<file path="config.mk">
export PLATFORM = sky130hd
export DESIGN_NAME = store_buffer
export DESIGN_NICKNAME = d
export VERILOG_FILES = /design/src/rtl/store_buffer.sv
export SDC_FILE = /design/constraint.sdc
export NUM_CORES = 1
export LEC_CHECK = 0
export CAP_MARGIN = 15
export CORE_ASPECT_RATIO = 2
export CORE_MARGIN = 4
export CORE_UTILIZATION = 51
export CTS_CLUSTER_DIAMETER = 120
export CTS_CLUSTER_SIZE = 20
export DETAILED_ROUTE_END_ITERATION = 8
export PLACE_DENSITY = 0.75
export REMOVE_ABC_BUFFERS = 1
export SYNTH_ARGS = -nofsm -noshare
export SYNTH_HDL_FRONTEND = slang
export SYNTH_SLANG_ARGS = --single-unit
</file>
<file path="constraint.sdc">
create_clock -name Clk -period 4.2 [get_ports Clk]
set_input_delay 0.84 -clock Clk [delete_from_list [all_inputs] [get_ports Clk]]
set_output_delay 0.84 -clock Clk [all_outputs]
set_load 0.05 [all_outputs]
</file>
<file path="src/rtl/store_buffer.sv">
// Store buffer: a circular FIFO of pending stores between the MEM stage and
// data memory. Stores drain to memory in program order whenever no load owns
// the memory port. Loads see pending stores through byte-wise forwarding from
// the youngest matching entry.
module store_buffer #(
  parameter int DEPTH = 4
) (
  input  logic                       Clk,
  input  logic                       Reset,
  input  logic                       st_req,
  input  logic [31:0]                st_addr,
  input  logic [3:0]                 st_be,
  input  logic [31:0]                st_wd,
  input  logic [31:0]                st_pc,
  input  logic                       ld_req,
  input  logic [31:0]                ld_addr,
  input  logic [31:0]                dm_rd,
  output logic                       dm_we,
  output logic [3:0]                 dm_be,
  output logic [31:0]                dm_addr,
  output logic [31:0]                dm_wd,
  output logic [31:0]                dm_pc,
  output logic [31:0]                ld_data,
  output logic                       stall,
  output logic                       full,
  output logic                       empty,
  output logic [$clog2(DEPTH):0]     count
);

  localparam int PW = $clog2(DEPTH);
  localparam int CW = PW + 1;

  // Entry storage; contents are not reset, only the pointers and count.
  logic [29:0]   r_addr [DEPTH];
  logic [3:0]    r_be   [DEPTH];
  logic [31:0]   r_wd   [DEPTH];
  logic [31:0]   r_pc   [DEPTH];

  logic [PW-1:0] r_head;
  logic [PW-1:0] r_tail;
  logic [CW-1:0] r_count;

  logic          w_full;
  logic          w_empty;
  logic          w_st_valid;
  logic          w_push;
  logic          w_drain;
  logic [31:0]   w_ld_data;
  logic          w_unused;

  // Byte-offset bits of both addresses are architecturally ignored.
  assign w_unused = &{1'b0, st_addr[1:0], ld_addr[1:0]};

  // Full/empty come from the registered count, so a drain this cycle cannot
  // make room for a push in the same cycle.
  assign w_full     = (r_count == CW'(DEPTH));
  assign w_empty    = (r_count == {CW{1'b0}});
  assign w_st_valid = st_req & (st_be != 4'b0000);
  assign w_push     = w_st_valid & ~w_full & ~Reset;
  assign w_drain    = ~w_empty & ~ld_req & ~Reset;

  assign full    = w_full;
  assign empty   = w_empty;
  assign count   = r_count;
  // A zero-byte-enable store is a no-op and never holds the pipeline.
  assign stall   = w_st_valid & w_full & ~Reset;

  assign dm_we   = w_drain;
  assign dm_addr = w_drain ? {r_addr[r_head], 2'b00} : ld_addr;
  assign dm_be   = w_drain ? r_be[r_head] : 4'b0000;
  assign dm_wd   = w_drain ? r_wd[r_head] : 32'h0000_0000;
  assign dm_pc   = w_drain ? r_pc[r_head] : 32'h0000_0000;
  assign ld_data = w_ld_data;

  // Write the incoming store into the tail slot.
  always_ff @(posedge Clk) begin
    if (w_push) begin
      r_addr[r_tail] <= st_addr[31:2];
      r_be[r_tail]   <= st_be;
      r_wd[r_tail]   <= st_wd;
      r_pc[r_tail]   <= st_pc;
    end
  end

  // Pointer and occupancy bookkeeping; reset discards pending stores.
  always_ff @(posedge Clk) begin
    if (Reset) begin
      r_head  <= {PW{1'b0}};
      r_tail  <= {PW{1'b0}};
      r_count <= {CW{1'b0}};
    end else begin
      if (w_push) begin
        r_tail <= r_tail + {{(PW-1){1'b0}}, 1'b1};
      end
      if (w_drain) begin
        r_head <= r_head + {{(PW-1){1'b0}}, 1'b1};
      end
      case ({w_push, w_drain})
        2'b10:   r_count <= r_count + {{(CW-1){1'b0}}, 1'b1};
        2'b01:   r_count <= r_count - {{(CW-1){1'b0}}, 1'b1};
        default: r_count <= r_count;
      endcase
    end
  end

  // Forwarding: walk entries oldest to youngest so the youngest hit wins
  // per byte; the store arriving this cycle is not yet in the array.
  always_comb begin
    logic [PW-1:0] v_idx;
    logic          v_hit;
    w_ld_data = dm_rd;
    v_idx     = r_head;
    v_hit     = 1'b0;
    for (int i = 0; i < DEPTH; i++) begin
      v_idx = r_head + PW'(i);
      v_hit = (CW'(i) < r_count) && (r_addr[v_idx] == ld_addr[31:2]);
      for (int k = 0; k < 4; k++) begin
        w_ld_data[8*k +: 8] = (v_hit && r_be[v_idx][k]) ? r_wd[v_idx][8*k +: 8]
                                                        : w_ld_data[8*k +: 8];
      end
    end
  end

endmodule

</file>
==> impl_metrics.env, run 1 <==
export IMPL_status="finished with violations"
export IMPL_violations="setup timing"
export IMPL_finalCriticalPeriod_ns=4.83
export IMPL_synth_top_family_by_area="multiplexers"
export IMPL_final_cells=2713
export IMPL_end_kind="primary output"
export IMPL_synth_cell_types=63
export IMPL_power_density_nw_per_um2=345
export IMPL_cts_buffer_depth=3
export IMPL_setup_tns_ns=-18.10
export IMPL_fp_dieH_um=310
export IMPL_dr_pass1_iters=5
export IMPL_crit_end="ld_data[28]"
export IMPL_max_slew_margin_pct=57.0
export IMPL_cts_tree="built"
export IMPL_crit_family="simple AND/OR/NAND/NOR gates"
export IMPL_final_hold_violation_count=0
export IMPL_clockRootBuffer="clkbuf_16"
export IMPL_boundaryPins=307
export IMPL_cp_required_ns=3.36
export IMPL_worstMarginPinSlew_ns=0.645
export IMPL_nets=2317
export IMPL_hold_class="flip-flop to flip-flop"
export IMPL_finish_instance_area_sq_um=30600
export IMPL_drc_errors=0
export IMPL_p_switching_w=0.00322
export IMPL_cp_num_cells=14
export IMPL_cap_violations=0
export IMPL_dp_hpwl_um=54200
export IMPL_synth_seq_cells=401
export IMPL_ir_worst_vdd_mv=0.427
export IMPL_finClkSkew_ns=0.0184
export IMPL_regToRegEndpoint="r_pc[3][14]"
export IMPL_vias=17136
export IMPL_cp_num_buf_inv=6
export IMPL_ant_nets=0
export IMPL_syn_avg_cell_area_sq_um=13.8
export IMPL_grt_pass1_wl_um=108000
export IMPL_cellInternalPower_w=0.00732
export IMPL_synthCells=1680
export IMPL_ys_warnings_count=0
export IMPL_gr_total_overflow=0
export IMPL_vias_per_cell=6.32
export IMPL_clk_latency_ns=0.56
export IMPL_grt_pass1_vias=17814
export IMPL_synth_edf_count=392
export IMPL_fin_crit_sh_pct=115
export IMPL_crit_fanout=8
export IMPL_rr_worst_depth=6
export IMPL_grt_usage_pct=28.7
export IMPL_critPathMaxStageDelay_ns=0.50
export IMPL_power_share_clock_pct=22.4
export IMPL_htreeDepth=1
export IMPL_yosys_area_share_simple_pct=7.53
export IMPL_synthAdderAreaFrac_pct=0.485
export IMPL_crit_start="r_head[1]"
export IMPL_sw_frac_of_total_pct=30.6
export IMPL_dr_first_iter_drc_count=1253
export IMPL_setup_ws_ns=-0.633
export IMPL_cp_arrival_ns=3.99
export IMPL_synthXorXnorAreaFrac_pct=4.04
export IMPL_die_w_um=159
export IMPL_drive_gt1_share_pct=34.9
export IMPL_area_growth_syn_to_layout_pct=31.8
export IMPL_dpl_instance_area_sq_um=28700
export IMPL_reg2reg_setup_slack_ns=1.52
export IMPL_holdWs_ns=0.584
export IMPL_critPathKind="flip-flop to primary output"
export IMPL_gp_congestion=0.956
export IMPL_ys_seq_area_share_pct=51.5
export IMPL_slowest_stage="mux4_2"
export IMPL_grt_start_max_net_pins=74
export IMPL_initial_core_util_pct=51.6
export IMPL_synth_mux_area_share_pct=24.0
export IMPL_r2r_start="count[0]"
export IMPL_syn_area_sq_um=23200
export IMPL_antenna_found_initial=6
export IMPL_cp_cell_sequence="buf_12, buf_8, mux4_2, xor2_1, nor4_2, buf_4, nand3_4, nor4_4, buf_12, nand2_4, and3_4, buf_6, a211o_1, buf_12"
export IMPL_wire_per_inst_um=27.3
export IMPL_crit_top_cell="buf_12"
export IMPL_row_count=110
export IMPL_setup_viol=32
export IMPL_post_place_cells=2632
export IMPL_wl_um=73900
export IMPL_clk_pin_slew_ns=0.08
export IMPL_slew_viol_final=0
export IMPL_core_area_sq_um=45000
export IMPL_numCtsBuffers=24
export IMPL_fmax_mhz=207
export IMPL_die_area_sq_um=49200
export IMPL_async_reset_ff_share_pct=0
export IMPL_power_leakage_nw=10.5
export IMPL_cts_hold_buf=0
export IMPL_synth_compound_area_share_pct=9.19
export IMPL_comb_power_share_pct=33.9
export IMPL_rsz0062_at_grt="true"
export IMPL_startpoint_type="flip-flop"
export IMPL_cts_sinks=401
export IMPL_synth_main_ff_cell="edfxtp_1"
export IMPL_power_total_w=0.0105
export IMPL_io_buffers=304
export IMPL_seqPwrFrac_pct=43.7
-- cell usage after synthesis, drive strengths merged (4+ instances only) --
master / instances / area [sq um]
xor2: 46 / 403
and2: 73 / 457
a2bb2oi: 4 / 35.0
a21boi: 32 / 240
mux2i: 151 / 1510
and3: 4 / 25.0
buf: 76 / 437
mux2: 48 / 541
a211o: 32 / 280
clkbuf: 70 / 263
o221ai: 5 / 43.8
mux4: 156 / 3520
nand2b: 4 / 25.0
nand3: 12 / 60.1
xnor2: 61 / 534
o2111ai: 5 / 43.8
nor4: 22 / 180
and4: 8 / 70.1
a21oi: 17 / 85.1
ha: 9 / 113
nor3: 19 / 115
a22o: 5 / 43.8
nor2: 54 / 203
nand4: 8 / 50.1
dfxtp: 9 / 180
o22ai: 8 / 50.1
inv: 18 / 67.6
a211oi: 99 / 743
o21ai: 60 / 300
nand2: 130 / 498
o31ai: 4 / 30.0
edfxtp: 392 / 11800
-- metal layers --
layer  GRT usage, %  vias up  share of wire, %  wire length, um
li1               -     7556                 -                -
met2           56.8      702                57            42000
met5              0        -             0.015               11
met4           15.9        2               6.5             4840
met1           29.3     8660                32            23600
met3           2.98      216               4.7             3440
-- worst min-delay path, cell delays in order, from the launching register on --
cell and delay, ns:
dfxtp_1 0.35, mux2i_1 0.13, nor2_1 0.06
-- power groups by stage --
stage | logic (W) | clock network [W] | registers (W)
after floorplan | 0.00198 | 0 | 0.00496
after global placement | 0.00319 | 0 | 0.00469
after detailed placement | 0.00323 | 0 | 0.00471
after CTS | 0.00342 | 0.00241 | 0.00460
after global routing | 0.00375 | 0.00256 | 0.00462
final | 0.00357 | 0.00236 | 0.00461
-- how the worst min path moves through the flow --
stage | depth (start not counted) | endpoint | start
after global placement | 2 | r_tail[1] | r_tail[1]
after global routing | 2 | r_tail[1] | r_tail[1]
final | 2 | r_tail[1] | r_tail[1]
after CTS | 2 | r_tail[1] | r_tail[1]
after detailed placement | 2 | r_tail[0] | r_tail[0]
after floorplan | 2 | r_tail[1] | r_tail[1]
-- layout make-up --
type,count,area (sq um)
Clock buffer,33,656
Multi-Input combinational cell,1114,11100
Inverter,19,77.6
Antenna cell,5,12.5
Tap cell,560,701
Sequential cell,401,12000
Fill cell,3203,14400
Clock inverter,1,20.0
Timing Repair Buffer,580,6060
-- state kept, by name, summed over array words and instances (netlist names), named ones only --
register	count
count	3
r_tail	2
r_wd	128
r_addr	120
r_be	16
r_pc	128
r_head	2
-- cells in the final DEF, fill, tap and decap left out, types with 14 or more instances in the layout --
cell               n
mux2i_1          135
nand2_1          125
inv_1             17
and2_1            69
a211oi_1          85
a21oi_1           17
o21ai_0           59
clkbuf_16         29
buf_4            294
edfxtp_1         392
xnor2_1           50
buf_12            85
mux2_2            48
a21boi_0          31
clkdlybuf4s50_1  169
buf_6             21
nor2_1            53
a211o_1           29
nor3_1            15
a211oi_2          14
xor2_1            43
mux4_2           155
-- cells by family after synthesis --
logic type | after synthesis
flops | 401
xor+xnor | 107
compound gates | 299
simple gates | 344
fa+ha+maj | 9
buf+inv | 165
mux | 355
-- stage by stage --
step	utilization [%]	setup slack, ns
after floorplan	-	-6.83
after global placement	63.9	-0.682
after detailed placement	63.9	-0.702
after CTS	66.5	-0.642
after global routing	68.0	-0.708
final	68.0	-0.633
-- what timing repair did --
action / in CTS / in global routing
buffers inserted: 24 / 18
pin swaps: 18 / 52
gates cloned: 1 / 4
endpoints found under the setup margin: 32 / 32
endpoints found under the hold margin: 0 / 0
gates resized for setup: 52 / 94
Note: power is estimated with default switching activity, not from simulation.
==> run 2, diff against run 1 <==
Settings changed: CELL_PAD_IN_SITES_DETAIL_PLACEMENT set to 0, CELL_PAD_IN_SITES_GLOBAL_PLACEMENT set to 1, CORE_MARGIN 4 to 2, CORE_UTILIZATION 51 to 42.
==> run 2 against run 1 <==
Net effect: the run still ends with setup timing left; register-to-register slack got worse by 0.16 ns; maximum frequency increased by 0.96%; utilization down 11 points; final cell count grew 4.3%; global-route usage fell by 2.6 points; non-clock buffer count rose by 1; routed wire length increased by 2.7%; combinational power increased by 3%; first-iteration DRC count fell by 20%; clock power is essentially flat.
==> impl_metrics.env, run 2 (synthesis results as in run 1) <==
export IMPL_status="finished with violations"
export IMPL_violations="setup timing"
export IMPL_fp_dieH_um=337
export IMPL_wl_um=75900
export IMPL_final_hold_violation_count=0
export IMPL_antenna_found_initial=6
export IMPL_cts_hold_buf=0
export IMPL_vias_per_cell=6.03
export IMPL_grt_use_met2_pct=49.9
export IMPL_use_met1_pct=28.0
export IMPL_grtUsageMet3_pct=3.36
export IMPL_drive_gt1_share_pct=37.6
export IMPL_mostFrequentLayoutCell="edfxtp_1"
export IMPL_wire_per_inst_um=26.8
export IMPL_grt_usage_pct=26.1
export IMPL_fmax_mhz=209
export IMPL_gr_total_overflow=0
export IMPL_finalCriticalPeriod_ns=4.79
export IMPL_setup_ws_ns=-0.587
export IMPL_holdWs_ns=0.569
export IMPL_end_kind="primary output"
export IMPL_numCtsBuffers=24
export IMPL_initial_core_util_pct=42.6
export IMPL_clk_latency_ns=0.58
export IMPL_grt_pass1_vias=17924
export IMPL_dr_pass1_iters=5
export IMPL_io_buffers=304
export IMPL_clk_pin_slew_ns=0.09
export IMPL_reg2reg_setup_slack_ns=1.36
export IMPL_die_area_sq_um=57300
export IMPL_reg_top3="r_pc (128), r_wd (128), r_addr (120)"
export IMPL_crit_family="compound AO/OA/AOI/OAI gates"
export IMPL_critPathMaxStageDelay_ns=0.63
export IMPL_power_density_nw_per_um2=342
export IMPL_fillers=4332
export IMPL_cp_arrival_ns=3.95
export IMPL_fin_crit_sh_pct=114
export IMPL_cap_violations=0
export IMPL_worstMarginPinSlew_ns=0.997
export IMPL_cp_required_ns=3.36
export IMPL_finClkSkew_ns=0.0240
export IMPL_ant_nets=0
export IMPL_vias=17064
export IMPL_setup_viol=32
export IMPL_core_area_sq_um=54500
export IMPL_ir_worst_vdd_mv=0.393
export IMPL_max_slew_margin_pct=33.5
export IMPL_slew_viol_final=0
export IMPL_clockRootBuffer="clkbuf_16"
export IMPL_power_leakage_nw=10.7
export IMPL_dp_hpwl_um=52000
export IMPL_rsz0062_at_grt="true"
export IMPL_slowest_stage="clkdlybuf4s50_1"
export IMPL_multiInputGateArea_sq_um=11500
export IMPL_critPathKind="input pin to primary output"
export IMPL_cp_cell_sequence="clkdlybuf4s50_1, buf_4, xnor2_1, o32ai_2, buf_4, o2111a_2, buf_6, a21boi_0, a211oi_1, a211oi_1, a211o_1, buf_12"
export IMPL_boundaryPins=307
export IMPL_drc_errors=0
export IMPL_cts_buffer_depth=3
export IMPL_nets=2318
export IMPL_startpoint_type="input pin"
export IMPL_grt_pass1_wl_um=111000
export IMPL_grt_start_max_net_pins=99
export IMPL_dr_first_iter_drc_count=1003
export IMPL_gp_congestion=0.927
export IMPL_hold_class="flip-flop to flip-flop"
export IMPL_regArea_sq_um=12000
export IMPL_htreeDepth=1
export IMPL_die_w_um=170
export IMPL_cts_sinks=401
export IMPL_cts_tree="built"
export IMPL_cp_num_buf_inv=5
export IMPL_place_ws_ns=-0.673
export IMPL_grt_busiest_layer="met2"
export IMPL_area_growth_syn_to_layout_pct=34.6
export IMPL_layout_common_cells="edfxtp_1, buf_4, clkdlybuf4s50_1, mux4_2"
export IMPL_row_count=121
export IMPL_crit_fanout=8
-- run 2: power breakdown --
part	internal, W	total (W)	switching, W
Combinational	0.00179	0.00369	0.00190
Clock	0.00110	0.00239	0.00129
Sequential	0.00453	0.00461	0.0000868
Total	0.00741	0.0107	0.00328
-- run 2: worst register-to-register path, stage by stage, from the launching register on --
cell	delay, ns
dfxtp_1	0.50
inv_1	0.13
ha_1	0.24
and2_1	0.17
nor3_1	0.44
and2_4	0.24
buf_12	0.36
-- run 2: final timing paths --
kind               startpoint           to  depth (start not counted)
setup / recovery  ld_addr[28]  ld_data[12]                         12
hold / removal      r_tail[1]    r_tail[1]                          2
setup reg to reg     count[0]  r_wd[1][26]                          6
hold reg to reg     r_tail[1]    r_tail[1]                          2
-- run 2: area by class of cell --
cell class,instances,area share (%)
Clock buffer,33,2.10
Tap cell,676,2.71
Antenna cell,4,0.0320
Sequential cell,401,38.3
Multi-Input combinational cell,1114,36.7
Clock inverter,1,0.0640
Inverter,19,0.236
Timing Repair Buffer,581,19.9
-- run 2: metal layers --
metal  vias up  routed length, um
li1       7559                  -
met1      8725              26500
met2       626              42000
met3       150               3750
met4         4               3580
met5         -                 27
-- run 2: through the flow --
stage          setup TNS (ns)  util (%)  total power (W)  instances  cell area (sq um)
6_report               -16.49      57.4           0.0107       2829              31300
5_1_grt                -21.22      57.4           0.0111       2828              31300
4_1_cts                -17.78      56.2           0.0106       2805              30600
3_5_place_dp           -17.96      52.7          0.00792       2729              28700
3_3_place_gp           -16.33      52.7          0.00788       2729              28700
2_1_floorplan         -573.87         -          0.00694       1534              22500
-- run 2: repair_timing --
action	CTS	global route
cloned	8	1
pin swaps	50	50
setup endpoints to repair	32	32
setup buffers	41	27
resized for setup	139	132
==> run 3, diff against run 2 <==
Settings changed: CORE_UTILIZATION 42 to 50, GPL_ROUTABILITY_DRIVEN set to 0, PLACE_DENSITY 0.75 to 0.84, TNS_END_PERCENT set to 5.
Clock period 4.2 ns to 6.03 ns, I/O delays scaled along.
==> run 3 against run 2 <==
Net effect: the flow now finishes without violations; worst hold slack lost 0.0067 ns; final cell count shrank 11%; register-to-register slack gained 1.2 ns; count of clock-buffer cells in the layout is the same; critical endpoint is now ld_data[25].
==> impl_metrics.env, run 3 (synthesis results as in run 1) <==
export IMPL_cts_tree="built"
export IMPL_die_w_um=156
export IMPL_fp_dieH_um=309
export IMPL_worstMarginPinSlew_ns=1.07
export IMPL_nets=2122
export IMPL_crit_start="ld_addr[16]"
export IMPL_crit_end="ld_data[25]"
export IMPL_io_buffers=304
export IMPL_core_area_sq_um=45800
export IMPL_cts_hold_buf=0
export IMPL_final_hold_violation_count=0
export IMPL_wl_um=69300
export IMPL_grt_start_max_net_pins=74
export IMPL_cap_violations=0
export IMPL_initial_core_util_pct=50.7
export IMPL_grt_usage_pct=28.5
export IMPL_cp_arrival_ns=4.60
export IMPL_grt_pass1_vias=16929
export IMPL_power_leakage_nw=9.15
export IMPL_cts_sinks=401
export IMPL_r2r_start="count[0]"
export IMPL_reg_top3="r_pc (128), r_wd (128), r_addr (120)"
export IMPL_layout_common_cells="edfxtp_1, clkdlybuf4s50_1, mux4_2, buf_4, mux2i_1"
export IMPL_rsz0062_at_grt="false"
export IMPL_clk_pin_slew_ns=0.08
export IMPL_mostFrequentLayoutCell="edfxtp_1"
export IMPL_fmax_mhz=172
export IMPL_slew_viol_final=0
export IMPL_row_count=111
export IMPL_finClkSkew_ns=0.0147
export IMPL_regToRegEndpoint="count[2]"
export IMPL_regArea_sq_um=12000
export IMPL_end_kind="primary output"
export IMPL_finalCriticalPeriod_ns=5.80
export IMPL_status="completed"
export IMPL_max_slew_margin_pct=29.0
export IMPL_cts_buffer_depth=3
export IMPL_numCtsBuffers=24
export IMPL_dpl_instance_area_sq_um=27200
export IMPL_finish_instance_area_sq_um=28000
export IMPL_die_area_sq_um=48300
export IMPL_area_growth_syn_to_layout_pct=20.4
export IMPL_seqPwrFrac_pct=46.6
export IMPL_reg2reg_setup_slack_ns=2.54
export IMPL_rr_worst_depth=9
export IMPL_dp_hpwl_um=49400
export IMPL_p_switching_w=0.00212
export IMPL_post_route_util_pct=61.0
export IMPL_critPathKind="input pin to primary output"
export IMPL_dr_pass1_iters=5
export IMPL_dr_first_iter_drc_count=1110
export IMPL_gr_total_overflow=0
export IMPL_cp_required_ns=4.82
export IMPL_clockRootBuffer="clkbuf_16"
export IMPL_comb_power_share_pct=29.6
export IMPL_boundaryPins=307
export IMPL_clk_latency_ns=0.57
export IMPL_wire_per_inst_um=27.4
export IMPL_drive_gt1_share_pct=23.7
export IMPL_setup_viol=0
export IMPL_fillers=3585
export IMPL_multiInputGateArea_sq_um=10500
export IMPL_crit_fanout=8
export IMPL_power_share_clock_pct=23.8
export IMPL_htreeDepth=1
export IMPL_ant_nets=0
export IMPL_drc_errors=0
export IMPL_grt_pass1_wl_um=103000
export IMPL_startpoint_type="input pin"
export IMPL_hold_class="flip-flop to flip-flop"
export IMPL_ir_worst_vdd_mv=0.268
export IMPL_vias_per_cell=6.45
export IMPL_power_density_nw_per_um2=248
export IMPL_antenna_found_initial=10
export IMPL_fin_crit_sh_pct=96.2
export IMPL_sw_frac_of_total_pct=30.6
export IMPL_cellInternalPower_w=0.00483
export IMPL_vias=16311
-- run 3: layout make-up --
class                      instances  area share, %
antenna                           10         0.0895
clock buffer                      33           2.34
tap                              565           2.53
multi-input combinational       1114           37.6
sequential                       401           42.8
inverter                          19          0.259
clock inverter                     1         0.0716
timing repair buffer             385           14.3
-- run 3: critical path, stage by stage --
cell and delay (ns):
clkdlybuf4s50_1 0.60, xnor2_1 0.32, nand4_1 0.36, nor4_1 0.46, o2111ai_1 0.25, buf_4 0.23, nor3_2 0.17, buf_4 0.21
a211oi_1 0.09, buf_4 0.13, a211oi_1 0.20, a211o_1 0.19, buf_12 0.16
-- run 3: how the worst min path moves through the flow --
stage	depth (start not counted)	slack [ns]	to	start
floorplan	2	0.51	r_tail[1]	r_tail[1]
global placement	2	0.53	r_tail[1]	r_tail[1]
detailed placement	2	0.56	r_tail[1]	r_tail[1]
CTS	2	0.57	r_tail[1]	r_tail[1]
global route	2	0.63	r_tail[0]	r_tail[0]
finish	2	0.56	r_tail[1]	r_tail[1]
-- run 3: power groups by stage --
stage | sequential (W) | clock, W | combinational [W]
finish | 0.00324 | 0.00165 | 0.00206
global route | 0.00325 | 0.00176 | 0.00217
CTS | 0.00325 | 0.00169 | 0.00202
detailed placement | 0.00331 | 0 | 0.00201
global placement | 0.00330 | 0 | 0.00199
floorplan | 0.00345 | 0 | 0.00138
-- run 3: what timing repair did --
item | CTS | global route
endpoints found under the setup margin | 4 | 18
resized for setup | 1 | 7
buffers inserted | 0 | 2
-- run 3: routing by layer --
| metal | wire (um) | vias up | part of all wire, % | global-route usage, % |
|---|---|---|---|---|
| li1 | - | 7184 | - | - |
| met1 | 23100 | 8247 | 33 | 30.4 |
| met2 | 38100 | 681 | 55 | 52.9 |
| met3 | 3910 | 191 | 5.6 | 4.29 |
| met4 | 4170 | 8 | 6.0 | 16.4 |
| met5 | 55 | - | 0.079 | 0 |
-- run 3: stage by stage --
step | hold WS, ns | worst slack [ns] | power, W | setup TNS (ns) | instances
4_1_cts | 0.568 | 0.102 | 0.00696 | 0 | 2516
5_1_grt | 0.626 | 0.103 | 0.00718 | 0 | 2523
6_report | 0.562 | 0.229 | 0.00695 | 0 | 2528
3_3_place_gp | 0.531 | 0.339 | 0.00529 | 0 | 2482
3_5_place_dp | 0.557 | 0.299 | 0.00533 | 0 | 2482
2_1_floorplan | 0.514 | -5.37 | 0.00483 | -221.05 | 1534
